===== config.mk =====
export PLATFORM = sky130hd
export DESIGN_NAME = serial_tx_package_queue_flat
export DESIGN_NICKNAME = d
export VERILOG_FILES = /design/src/rtl/serial_tx_package_queue_pkg.sv /design/src/rtl/serial_tx_package_queue_if.sv /design/src/rtl/serial_tx_package_queue_package_fifo.sv /design/src/rtl/serial_tx_package_queue.sv /design/src/flat_wrapper.sv
export SDC_FILE = /design/constraint.sdc
export NUM_CORES = 1
export LEC_CHECK = 0
export ABC_AREA = 1
export ABC_CLOCK_PERIOD_IN_PS = 4800
export BUFFER_PORTS_ARGS = -buffer_cell sky130_fd_sc_hd__buf_2
export CORE_ASPECT_RATIO = 1.2
export CORE_MARGIN = 10
export CORE_UTILIZATION = 45
export CTS_BUF_LIST = sky130_fd_sc_hd__clkbuf_2 sky130_fd_sc_hd__clkbuf_4 sky130_fd_sc_hd__clkbuf_8
export CTS_CLUSTER_DIAMETER = 50
export DETAILED_ROUTE_END_ITERATION = 10
export PLACE_DENSITY_LB_ADDON = 0.3
export SLEW_MARGIN = 20
export SYNTH_ARGS = -nofsm -noshare
export SYNTH_HDL_FRONTEND = slang
export SYNTH_SLANG_ARGS = --single-unit
export TNS_END_PERCENT = 5

===== constraint.sdc =====
create_clock -name clk_i -period 4.8 [get_ports clk_i]
set_input_delay 0.24 -clock clk_i [delete_from_list [all_inputs] [get_ports clk_i]]
set_output_delay 0.24 -clock clk_i [all_outputs]
set_load 0.02 [all_outputs]

===== src/rtl/serial_tx_package_queue_pkg.sv =====
// Shared serial-link definitions: frame line levels and transmitter FSM encoding.
// Latency: none (declarations only).
// Backpressure: not applicable.
package serial_tx_package_queue_pkg;

  // Line levels shared with the receiving end of the link.
  localparam logic START_BIT  = 1'b0;
  localparam logic STOP_BIT   = 1'b1;
  localparam logic IDLE_LEVEL = 1'b1;

  typedef enum logic [1:0] {
    ST_IDLE  = 2'd0,
    ST_START = 2'd1,
    ST_DATA  = 2'd2,
    ST_STOP  = 2'd3
  } state_t;

endpackage


===== src/rtl/serial_tx_package_queue_if.sv =====
// Queue-side bundle of the package transmitter: push/full handshake, status and serial line.
// Latency: none (wiring only).
// Backpressure: producer must hold off while full_o is high; pushes made while full are dropped.
interface serial_tx_package_queue_if #(
  parameter int AddressWidth = 2,
  parameter int WordWidth    = 8
);
  localparam int PackageWidth = (2**AddressWidth) * WordWidth;

  logic                    push_i;
  logic [PackageWidth-1:0] d_i;
  logic                    tx_o;
  logic                    void_o;
  logic                    full_o;
  logic                    busy_o;

  // Package producer side.
  modport master (output push_i, d_i, input tx_o, void_o, full_o, busy_o);
  // Transmitter side.
  modport slave  (input push_i, d_i, output tx_o, void_o, full_o, busy_o);
endinterface


===== src/rtl/serial_tx_package_queue_package_fifo.sv =====
// Circular package buffer with push/pop and void/full flags, reusable by the receiver.
// Latency: a push is visible on q_o/void_o one edge later; flags are registered-pointer compares.
// Backpressure: push while full and pop while void are ignored; full is sampled before a same-cycle pop.
module package_fifo #(
  parameter int DataWidth = 32,
  parameter int AddrWidth = 2
) (
  input  logic                 clk_i,
  input  logic                 rst_ni,
  input  logic                 push_i,
  input  logic                 pop_i,
  input  logic [DataWidth-1:0] d_i,
  output logic [DataWidth-1:0] q_o,
  output logic                 void_o,
  output logic                 full_o
);

  logic [AddrWidth:0]   wr_q, wr_d;
  logic [AddrWidth:0]   rd_q, rd_d;
  logic [DataWidth-1:0] mem_q [2**AddrWidth];
  logic                 wr_en, rd_en;

  // Pointers carry one extra wrap bit so equal-index cases split into empty and full.
  assign void_o = (wr_q == rd_q);
  assign full_o = ((wr_q ^ rd_q) == {1'b1, {AddrWidth{1'b0}}});
  assign wr_en  = push_i & ~full_o;
  assign rd_en  = pop_i & ~void_o;
  assign q_o    = mem_q[rd_q[AddrWidth-1:0]];

  // Pointer advance for accepted push and pop.
  always_comb begin
    wr_d = wr_q;
    rd_d = rd_q;
    if (wr_en) wr_d = wr_q + 1'b1;
    if (rd_en) rd_d = rd_q + 1'b1;
  end

  // Pointer registers; reset empties the queue.
  always_ff @(posedge clk_i or negedge rst_ni) begin
    if (!rst_ni) begin
      wr_q <= '0;
      rd_q <= '0;
    end else begin
      wr_q <= wr_d;
      rd_q <= rd_d;
    end
  end

  // Storage write; contents need no reset because the pointers gate every read.
  always_ff @(posedge clk_i) begin
    if (wr_en) mem_q[wr_q[AddrWidth-1:0]] <= d_i;
  end

endmodule


===== src/rtl/serial_tx_package_queue.sv =====
// Queued package transmitter: buffers whole packages and sends each word as a start/data/stop frame.
// Latency: first start bit two edges after the push; word frame (WordWidth+2)*2**SerialTimerWidth clocks.
// Backpressure: full_o high drops new pushes; a slot frees on the edge a package is loaded for sending.
module serial_tx_package_queue
  import serial_tx_package_queue_pkg::*;
#(
  parameter int AddressWidth      = 2,
  parameter int WordWidth         = 8,
  parameter int SerialTimerWidth  = 3,
  parameter int QueueAddressWidth = 2
) (
  input logic                     clk_i,
  input logic                     rst_ni,
  serial_tx_package_queue_if.slave bus
);

  localparam int PackageWidth = (2**AddressWidth) * WordWidth;
  localparam int BitCntWidth  = $clog2(WordWidth);

  state_t                      state_q, state_d;
  logic [SerialTimerWidth-1:0] timer_q, timer_d;
  logic [BitCntWidth-1:0]      bit_q, bit_d;
  logic [AddressWidth-1:0]     word_q, word_d;
  logic [PackageWidth-1:0]     shift_q, shift_d;
  logic                        tx_q, tx_d;
  logic                        pop;
  logic                        bit_end;
  logic [PackageWidth-1:0]     head;
  logic                        q_void, q_full;

  package_fifo #(
    .DataWidth (PackageWidth),
    .AddrWidth (QueueAddressWidth)
  ) u_fifo (
    .clk_i  (clk_i),
    .rst_ni (rst_ni),
    .push_i (bus.push_i),
    .pop_i  (pop),
    .d_i    (bus.d_i),
    .q_o    (head),
    .void_o (q_void),
    .full_o (q_full)
  );

  assign bit_end     = (timer_q == '1);
  assign bus.tx_o    = tx_q;
  assign bus.void_o  = q_void;
  assign bus.full_o  = q_full;
  assign bus.busy_o  = ~q_void | (state_q != ST_IDLE);

  // Frame sequencing: timer, bit/word counters, shift register, queue pop and next line level.
  always_comb begin
    state_d = state_q;
    timer_d = (state_q == ST_IDLE) ? '0 : timer_q + 1'b1;
    bit_d   = bit_q;
    word_d  = word_q;
    shift_d = shift_q;
    pop     = 1'b0;
    case (state_q)
      ST_IDLE: begin
        if (!q_void) begin
          shift_d = head;
          pop     = 1'b1;
          word_d  = '0;
          bit_d   = '0;
          state_d = ST_START;
        end
      end
      ST_START: begin
        if (bit_end) begin
          bit_d   = '0;
          state_d = ST_DATA;
        end
      end
      ST_DATA: begin
        if (bit_end) begin
          // Only the current word shifts per bit; the whole package moves by a word at STOP.
          shift_d = {shift_q[PackageWidth-1:WordWidth], shift_q[WordWidth-1:0] >> 1};
          if (bit_q == BitCntWidth'(WordWidth-1)) state_d = ST_STOP;
          else                                     bit_d   = bit_q + 1'b1;
        end
      end
      ST_STOP: begin
        if (bit_end) begin
          if (word_q != '1) begin
            word_d  = word_q + 1'b1;
            shift_d = shift_q >> WordWidth;
            state_d = ST_START;
          end else if (!q_void) begin
            // Back-to-back: the next package starts with no idle bit.
            shift_d = head;
            pop     = 1'b1;
            word_d  = '0;
            state_d = ST_START;
          end else begin
            state_d = ST_IDLE;
          end
        end
      end
      default: state_d = ST_IDLE;
    endcase
    case (state_d)
      ST_START: tx_d = START_BIT;
      ST_DATA:  tx_d = shift_d[0];
      ST_STOP:  tx_d = STOP_BIT;
      default:  tx_d = IDLE_LEVEL;
    endcase
  end

  // State and datapath registers; reset aborts any frame and drives the line idle at once.
  always_ff @(posedge clk_i or negedge rst_ni) begin
    if (!rst_ni) begin
      state_q <= ST_IDLE;
      timer_q <= '0;
      bit_q   <= '0;
      word_q  <= '0;
      shift_q <= '0;
      tx_q    <= IDLE_LEVEL;
    end else begin
      state_q <= state_d;
      timer_q <= timer_d;
      bit_q   <= bit_d;
      word_q  <= word_d;
      shift_q <= shift_d;
      tx_q    <= tx_d;
    end
  end

endmodule

===== src/flat_wrapper.sv =====
// flat-port wrapper written by rule: the top's interface ports become plain ports
module serial_tx_package_queue_flat import serial_tx_package_queue_pkg::*;
#(
  parameter int AddressWidth      = 2,
  parameter int WordWidth         = 8,
  parameter int SerialTimerWidth  = 3,
  parameter int QueueAddressWidth = 2
)
  (clk_i, rst_ni, bus_push_i, bus_d_i, bus_tx_o, bus_void_o, bus_full_o, bus_busy_o);
  serial_tx_package_queue_if #(.AddressWidth(AddressWidth), .WordWidth(WordWidth)) bus_i ();
  input logic clk_i;
  input logic rst_ni;
  input wire logic [$bits(bus_i.push_i)-1:0] bus_push_i;
  input wire logic [$bits(bus_i.d_i)-1:0] bus_d_i;
  output wire logic [$bits(bus_i.tx_o)-1:0] bus_tx_o;
  output wire logic [$bits(bus_i.void_o)-1:0] bus_void_o;
  output wire logic [$bits(bus_i.full_o)-1:0] bus_full_o;
  output wire logic [$bits(bus_i.busy_o)-1:0] bus_busy_o;
  assign bus_i.push_i = bus_push_i;
  assign bus_i.d_i = bus_d_i;
  assign bus_tx_o = bus_i.tx_o;
  assign bus_void_o = bus_i.void_o;
  assign bus_full_o = bus_i.full_o;
  assign bus_busy_o = bus_i.busy_o;
  serial_tx_package_queue #(.AddressWidth(AddressWidth), .WordWidth(WordWidth), .SerialTimerWidth(SerialTimerWidth), .QueueAddressWidth(QueueAddressWidth)) u_core (.clk_i(clk_i), .rst_ni(rst_ni), .bus(bus_i));
endmodule

# Word-level counts from Yosys, hierarchy flattened
# Memories as Yosys holds them, arrays and structs flattened.
# Cells that the tools add are included.
dict set report word_totals {
  elab_cells 77
  ram_bits 128
  mem_count 1
  output_inout_bits 4
  regBits 49
}
dict set report op_classes {
  reduce_logical 9
  n_eq_ne 15
  n_mux 30
  addsub 5
  bitwise_logic 7
}
# memory words width read_ports rd_ports_with_merged_regs write_ports line_no
set mem_list {}
lappend mem_list {u_core.u_fifo.mem_q 4 32 1 0 1 serial_tx_package_queue_package_fifo.sv:20} ;# logic [DataWidth-1:0] mem_q [2**AddrWidth];
# cell count
set ops {}
lappend ops {{$mux W32} 3}
lappend ops {{$pmux W32 S3} 1}
lappend ops {{$mux W2} 9}
lappend ops {{$mux W3} 5}
lappend ops {{$add A3 B1 Y3 const B} 4}
lappend ops {{$eq A3 B3 Y1 const B} 3}
lappend ops {{$pmux W3 S3} 1}
lappend ops {{$mux W8} 1}
lappend ops {{$pmux W2 S4} 1}
lappend ops {{$eq A2 B2 Y1 const B} 3}
lappend ops {{$mux W1} 6}
lappend ops {{$ne A2 B1 Y1 const B} 3}
lappend ops {{$ne A2 B2 Y1 const B} 3}
lappend ops {{$reduce_and A3 Y1} 2}
lappend ops {{$reduce_bool A3 Y1} 2}
lappend ops {{$reduce_and A5 Y1} 1}
lappend ops {{$eq A2 B1 Y1 const B} 2}
lappend ops {{$pmux W1 S2} 2}
lappend ops {{$pmux W2 S2} 1}
lappend ops {{$reduce_bool A2 Y1} 2}
lappend ops {{$eq A3 B3 Y1} 1}
lappend ops {{$not A1 Y1} 3}
lappend ops {{$xor A3 B3 Y3} 1}
lappend ops {{$add A2 B1 Y2 const B} 1}
lappend ops {{other kinds (4)} 5}

# Logic depth before layout (Yosys ltp)
dict set report depth {
  word_depth 7
  ltp_mapped 12
  ltp_nobuf 12
}

# By module
# From an unflattened synthesis, not the netlist that was laid out.
dict set report hier_totals {
  cells_unflattened 740
  area_unflattened_um2 7802.5
}
# mod cells_per_inst seq_area_each_um2 instances area_each_um2
set by_module_without_submodules {}
lappend by_module_without_submodules {package_fifo 372 3993.8 1 5167.5}
lappend by_module_without_submodules {serial_tx_package_queue 368 1077.3 1 2635.0}

# Worst setup path after synthesis
# No wires, ideal clock.
dict set report synth_timing {
  path_kind {flip-flop to flip-flop}
  start {register u_core.u_fifo.rd_q[1]}
  end {memory u_core.u_fifo.mem_q[3][0] (enable)}
  path_buffers 0
  required_time_ns 4.376
  synth_period_minus_slack_ns 2.714
  setup_time_ns 0.424
  slack_ns 2.086
  path_stages_with_launch 7
  t_arrival_ns 2.290
  path_cell_list {dfrtp_1 > inv_2 > nand2_1 > nand2_2 > nand2_2 > o21ai_2 > nor2_1}
}
dict set report synth_via {
  elab_chain_len 6
}
# item line_no
set synth_rtl {}
lappend synth_rtl {{start, declared} serial_tx_package_queue_package_fifo.sv:19} ;# logic [AddrWidth:0] rd_q, rd_d;
lappend synth_rtl {{start signal, assigned} serial_tx_package_queue_package_fifo.sv:45} ;# rd_q <= rd_d;
lappend synth_rtl {{$xor A3 B3 Y3} serial_tx_package_queue_package_fifo.sv:25} ;# assign full_o = ((wr_q ^ rd_q) == {1'b1, {AddrWidth{1'b0}}});
lappend synth_rtl {{$eq A3 B3 Y1} serial_tx_package_queue_package_fifo.sv:25}
lappend synth_rtl {{$not A1 Y1} serial_tx_package_queue_package_fifo.sv:26} ;# assign wr_en = push_i & ~full_o;
lappend synth_rtl {{$and A1 B1 Y1} serial_tx_package_queue_package_fifo.sv:26}
lappend synth_rtl {{$mux W1} serial_tx_package_queue_package_fifo.sv:51} ;# if (wr_en) mem_q[wr_q[AddrWidth-1:0]] <= d_i;
lappend synth_rtl {{$mux W1 (implied by the code)} serial_tx_package_queue_package_fifo.sv:51}
lappend synth_rtl {{end, declared} serial_tx_package_queue_package_fifo.sv:20}
# No other way between the ends.

# Final worst setup path
dict set report layout_timing {
  start {register u_core.u_fifo.wr_q[0]}
  end {output port bus_busy_o}
}
dict set report layout_via {
  elab_chain_len 3
}
# item line_no
set layout_rtl {}
lappend layout_rtl {{start, declared} serial_tx_package_queue_package_fifo.sv:18} ;# logic [AddrWidth:0] wr_q, wr_d;
lappend layout_rtl {{start signal, assigned} serial_tx_package_queue_package_fifo.sv:44} ;# wr_q <= wr_d;
lappend layout_rtl {{$eq A3 B3 Y1} serial_tx_package_queue_package_fifo.sv:24} ;# assign void_o = (wr_q == rd_q);
lappend layout_rtl {{$not A1 Y1} serial_tx_package_queue.sv:49} ;# assign bus.busy_o = ~q_void | (state_q != ST_IDLE);
lappend layout_rtl {{$or A1 B1 Y1} serial_tx_package_queue.sv:49}
lappend layout_rtl {{end, declared} flat_wrapper.sv:18} ;# output wire logic [$bits(bus_i.busy_o)-1:0] bus_busy_o;
# No other way between the ends.

==> results by group <==
Placed design
  • Setup Slack @ Placement: 2.56 ns
  • RePlAce Congestion: 0.811
  • Cell Area, Placed: 8190 µm²
  • I/O Buffers: 38
  • HPWL Detailed: 9850 µm

Yosys
  • Seq cells post-synth: 177
  • Syn Nets: 821
  • Synth Instances: 772
  • Average cell area after synthesis: 10.1 µm²
  • EDFF count, synth: 128
  • Mapped Area: 7810 µm²
  • Synth cell types: 31
  • Synth async-reset ratio: 27.7%
  • Top_reg_cell synth: edfxtp_1
  • Seq/Total Area, Yosys: 64.9%
  • Syn. warnings: 0

Layout
  • Share of cells above drive strength 1: 13.0%
  • Most common cell after layout, fill and taps aside: nand2_1
  • Layout Nets: 889
  • Area Overhead vs Synth: 14.0%
  • Final Util: 52.4%
  • Ant diodes: 0
  • Post-route cell area: 8900 µm²
  • Most frequent cells in the layout: nand2_1, edfxtp_1, nor2_1

Timing
  • Max-slew violations: 0
  • Setup Viol. Count Final: 0
  • RSZ-0062 raised after global routing: false
  • Setup ws final: 2.47 ns
  • TNS Setup: 0 ns
  • Worst-Margin Slew: 0.796 ns
  • FMAX: 0.430 GHz
  • Hold Violations, Final: 0
  • Fin Clk Skew: 0.0130 ns
  • Max-Slew Margin vs Limit: 46.7%
  • Minimum clock period: 2.33 ns
  • Hold slack: 0.190 ns
  • Tcrit/Tclk final: 48.5%

Setup path
  • CP max FO: 11
  • WS Path Type: flip-flop to output port
  • Largest delay share family, worst path: simple AND/OR/NAND/NOR gates
  • Setup crit start kind: flip-flop
  • Worst EP arrival: 2.09 ns
  • CP bufs+invs: 2
  • Critical-path cell with the highest stage delay: dfrtp_1
  • WP data required: 4.56 ns
  • Crit. End Element: output port
  • Cell Chain, Critical Path: inv_1 -> nand2_1 -> nand2_1 -> nand2_2 -> nor2_2 -> nand2_2 -> buf_2
  • Worst stage delay on the critical path: 0.43 ns

Floorplanning
  • I/O pin cnt: 39
  • Initial Util: 46.0%
  • Die ar.: 23100 µm²
  • Core ar.: 17000 µm²
  • Die height: 164 µm
  • Site Rows: 52
  • Die width: 140 µm

Min path
  • Worst hold path type: input pin to flip-flop

Drt
  • Drt pass-1 iters: 4
  • Total vias in the final route: 5393
  • ANT nets after route: 0
  • WL final: 16300 µm
  • Number of remaining DRC errors: 0
  • Vias per Instance: 5.04
  • DR WL/cell: 15.2 µm
  • Iter 0 DRT Violations: 375

Clock tree
  • TritonCTS clock tree: built
  • CTS Buf Count: 17
  • Postcts setup bufs: 0
  • CTS resizes: 0
  • Longest Clk Path Bufs: 2
  • Clock sink total: 177
  • H-tree depth: 4
  • CTS hold repair buffers: 33
  • Clock Tree Root: clkbuf_8
  • Clock Latency Late Sink: 0.47 ns
  • Reg clk slew, reported paths: 0.10 ns

GRT
  • Initial antenna violation count: 0
  • Total GRT Usage: 14.2%
  • First-pass GRT wire length: 26400 µm
  • Number of global-route vias before repair: 5158
  • Aggregate global routing overflow: 0
  • Largest net degree at the start of global routing: 66

Power and ir drop
  • P per Cell Area: 384 nW/µm²
  • Leak Pwr: 3.66 nW
  • Worst VDD drop: 0.224 mV

Outcome
  • Outcome: completed

Run
  • MaxCap Viol Count: 0
Yosys cell counts (3+ instances only):
cell      instances  area share, %
nand2_1         211             10
edfxtp_1        128             49
nor2_1          121            5.8
o21ai_0          70            4.5
dfrtp_1          48             15
nand3_1          45            2.9
inv_1            36            1.7
buf_2            18            1.2
ha_1             14            2.2
o22ai_1          12           0.96
clkbuf_1          9           0.43
or2_1             8           0.64
a21oi_1           7           0.45
o21ai_1           7           0.45
inv_2             6           0.29
nand2_2           5           0.40
or2_2             5           0.40
xor2_1            4           0.45
buf_6             3           0.43
through the flow:
stage | power [mW] | cells
floorplan | 2.29 | 772
global placement | 2.45 | 1004
detailed placement | 2.46 | 1004
CTS | 3.44 | 1069
global route | 3.58 | 1069
finish | 3.42 | 1069
registers in the layout, indices dropped and copies added, names as in the netlist:
name / count
u_core.u_fifo.mem_q: 128
u_core.shift_q: 32
u_core.bit_q: 3
u_core.timer_q: 3
u_core.u_fifo.rd_q: 3
u_core.u_fifo.wr_q: 3
u_core.state_q: 2
u_core.word_q: 2
u_core.bus.tx_o: 1
layer usage:
layer	wire (µm)	track usage (%)	up-vias
met2	7990	23.6	94
met1	7330	17.6	2581
met5	0	0	-
met3	602	2.92	22
met4	327	6.25	0
li1	-	-	2696
final cells by class:
| cell class | count | area (µm²) |
|---|---|---|
| tap | 216 | 270 |
| fill | 1474 | 8080 |
| sequential | 177 | 5070 |
| timing repair buffer | 81 | 596 |
| multi-input combinational | 520 | 2420 |
| inverter | 43 | 161 |
| clock inverter | 13 | 120 |
| clock buffer | 19 | 262 |
power breakdown:
part / internal, mW / total, mW / switching, mW / leakage [nW]
Sequential: 1.89 / 1.95 / 0.0575 / 1.76
Combinational: 0.142 / 0.494 / 0.353 / 1.71
Clock: 0.404 / 0.977 / 0.573 / 0.184
worst paths after layout:
path / start / endpoint / slack [ns] / cells past startpoint
worst max-delay path: u_core.u_fifo.wr_q[0] / bus_busy_o / 2.47 / 7
worst min-delay path: bus_push_i / u_core.u_fifo.wr_q[0] / 0.19 / 3
worst max register to register: u_core.timer_q[0] / u_core.shift_q[25] / 2.55 / 8
worst min register to register: u_core.timer_q[0] / u_core.timer_q[0] / 0.43 / 1
max in group asynchronous: rst_ni / u_core.u_fifo.rd_q[0] / 3.95 / 3
min in group asynchronous: rst_ni / u_core.u_fifo.wr_q[0] / 0.41 / 3
tightest hold or removal path, cell delays in order:
cell and delay [ns]:
buf_2 0.11, o21ai_2 0.18, xor2_1 0.10
cells by family (layout without fill, tap and decap cells):
| kind of cell | after synthesis | after routing | synth area share (%) |
|---|---|---|---|
| simple gates | 401 | 401 | 21.2 |
| flops | 177 | 177 | 64.9 |
| compound gates | 101 | 101 | 6.97 |
| buf+inv | 75 | 156 | 4.28 |
| fa+ha+maj | 14 | 14 | 2.24 |
| xor+xnor | 4 | 4 | 0.448 |
(Power assumes the default switching activity.)
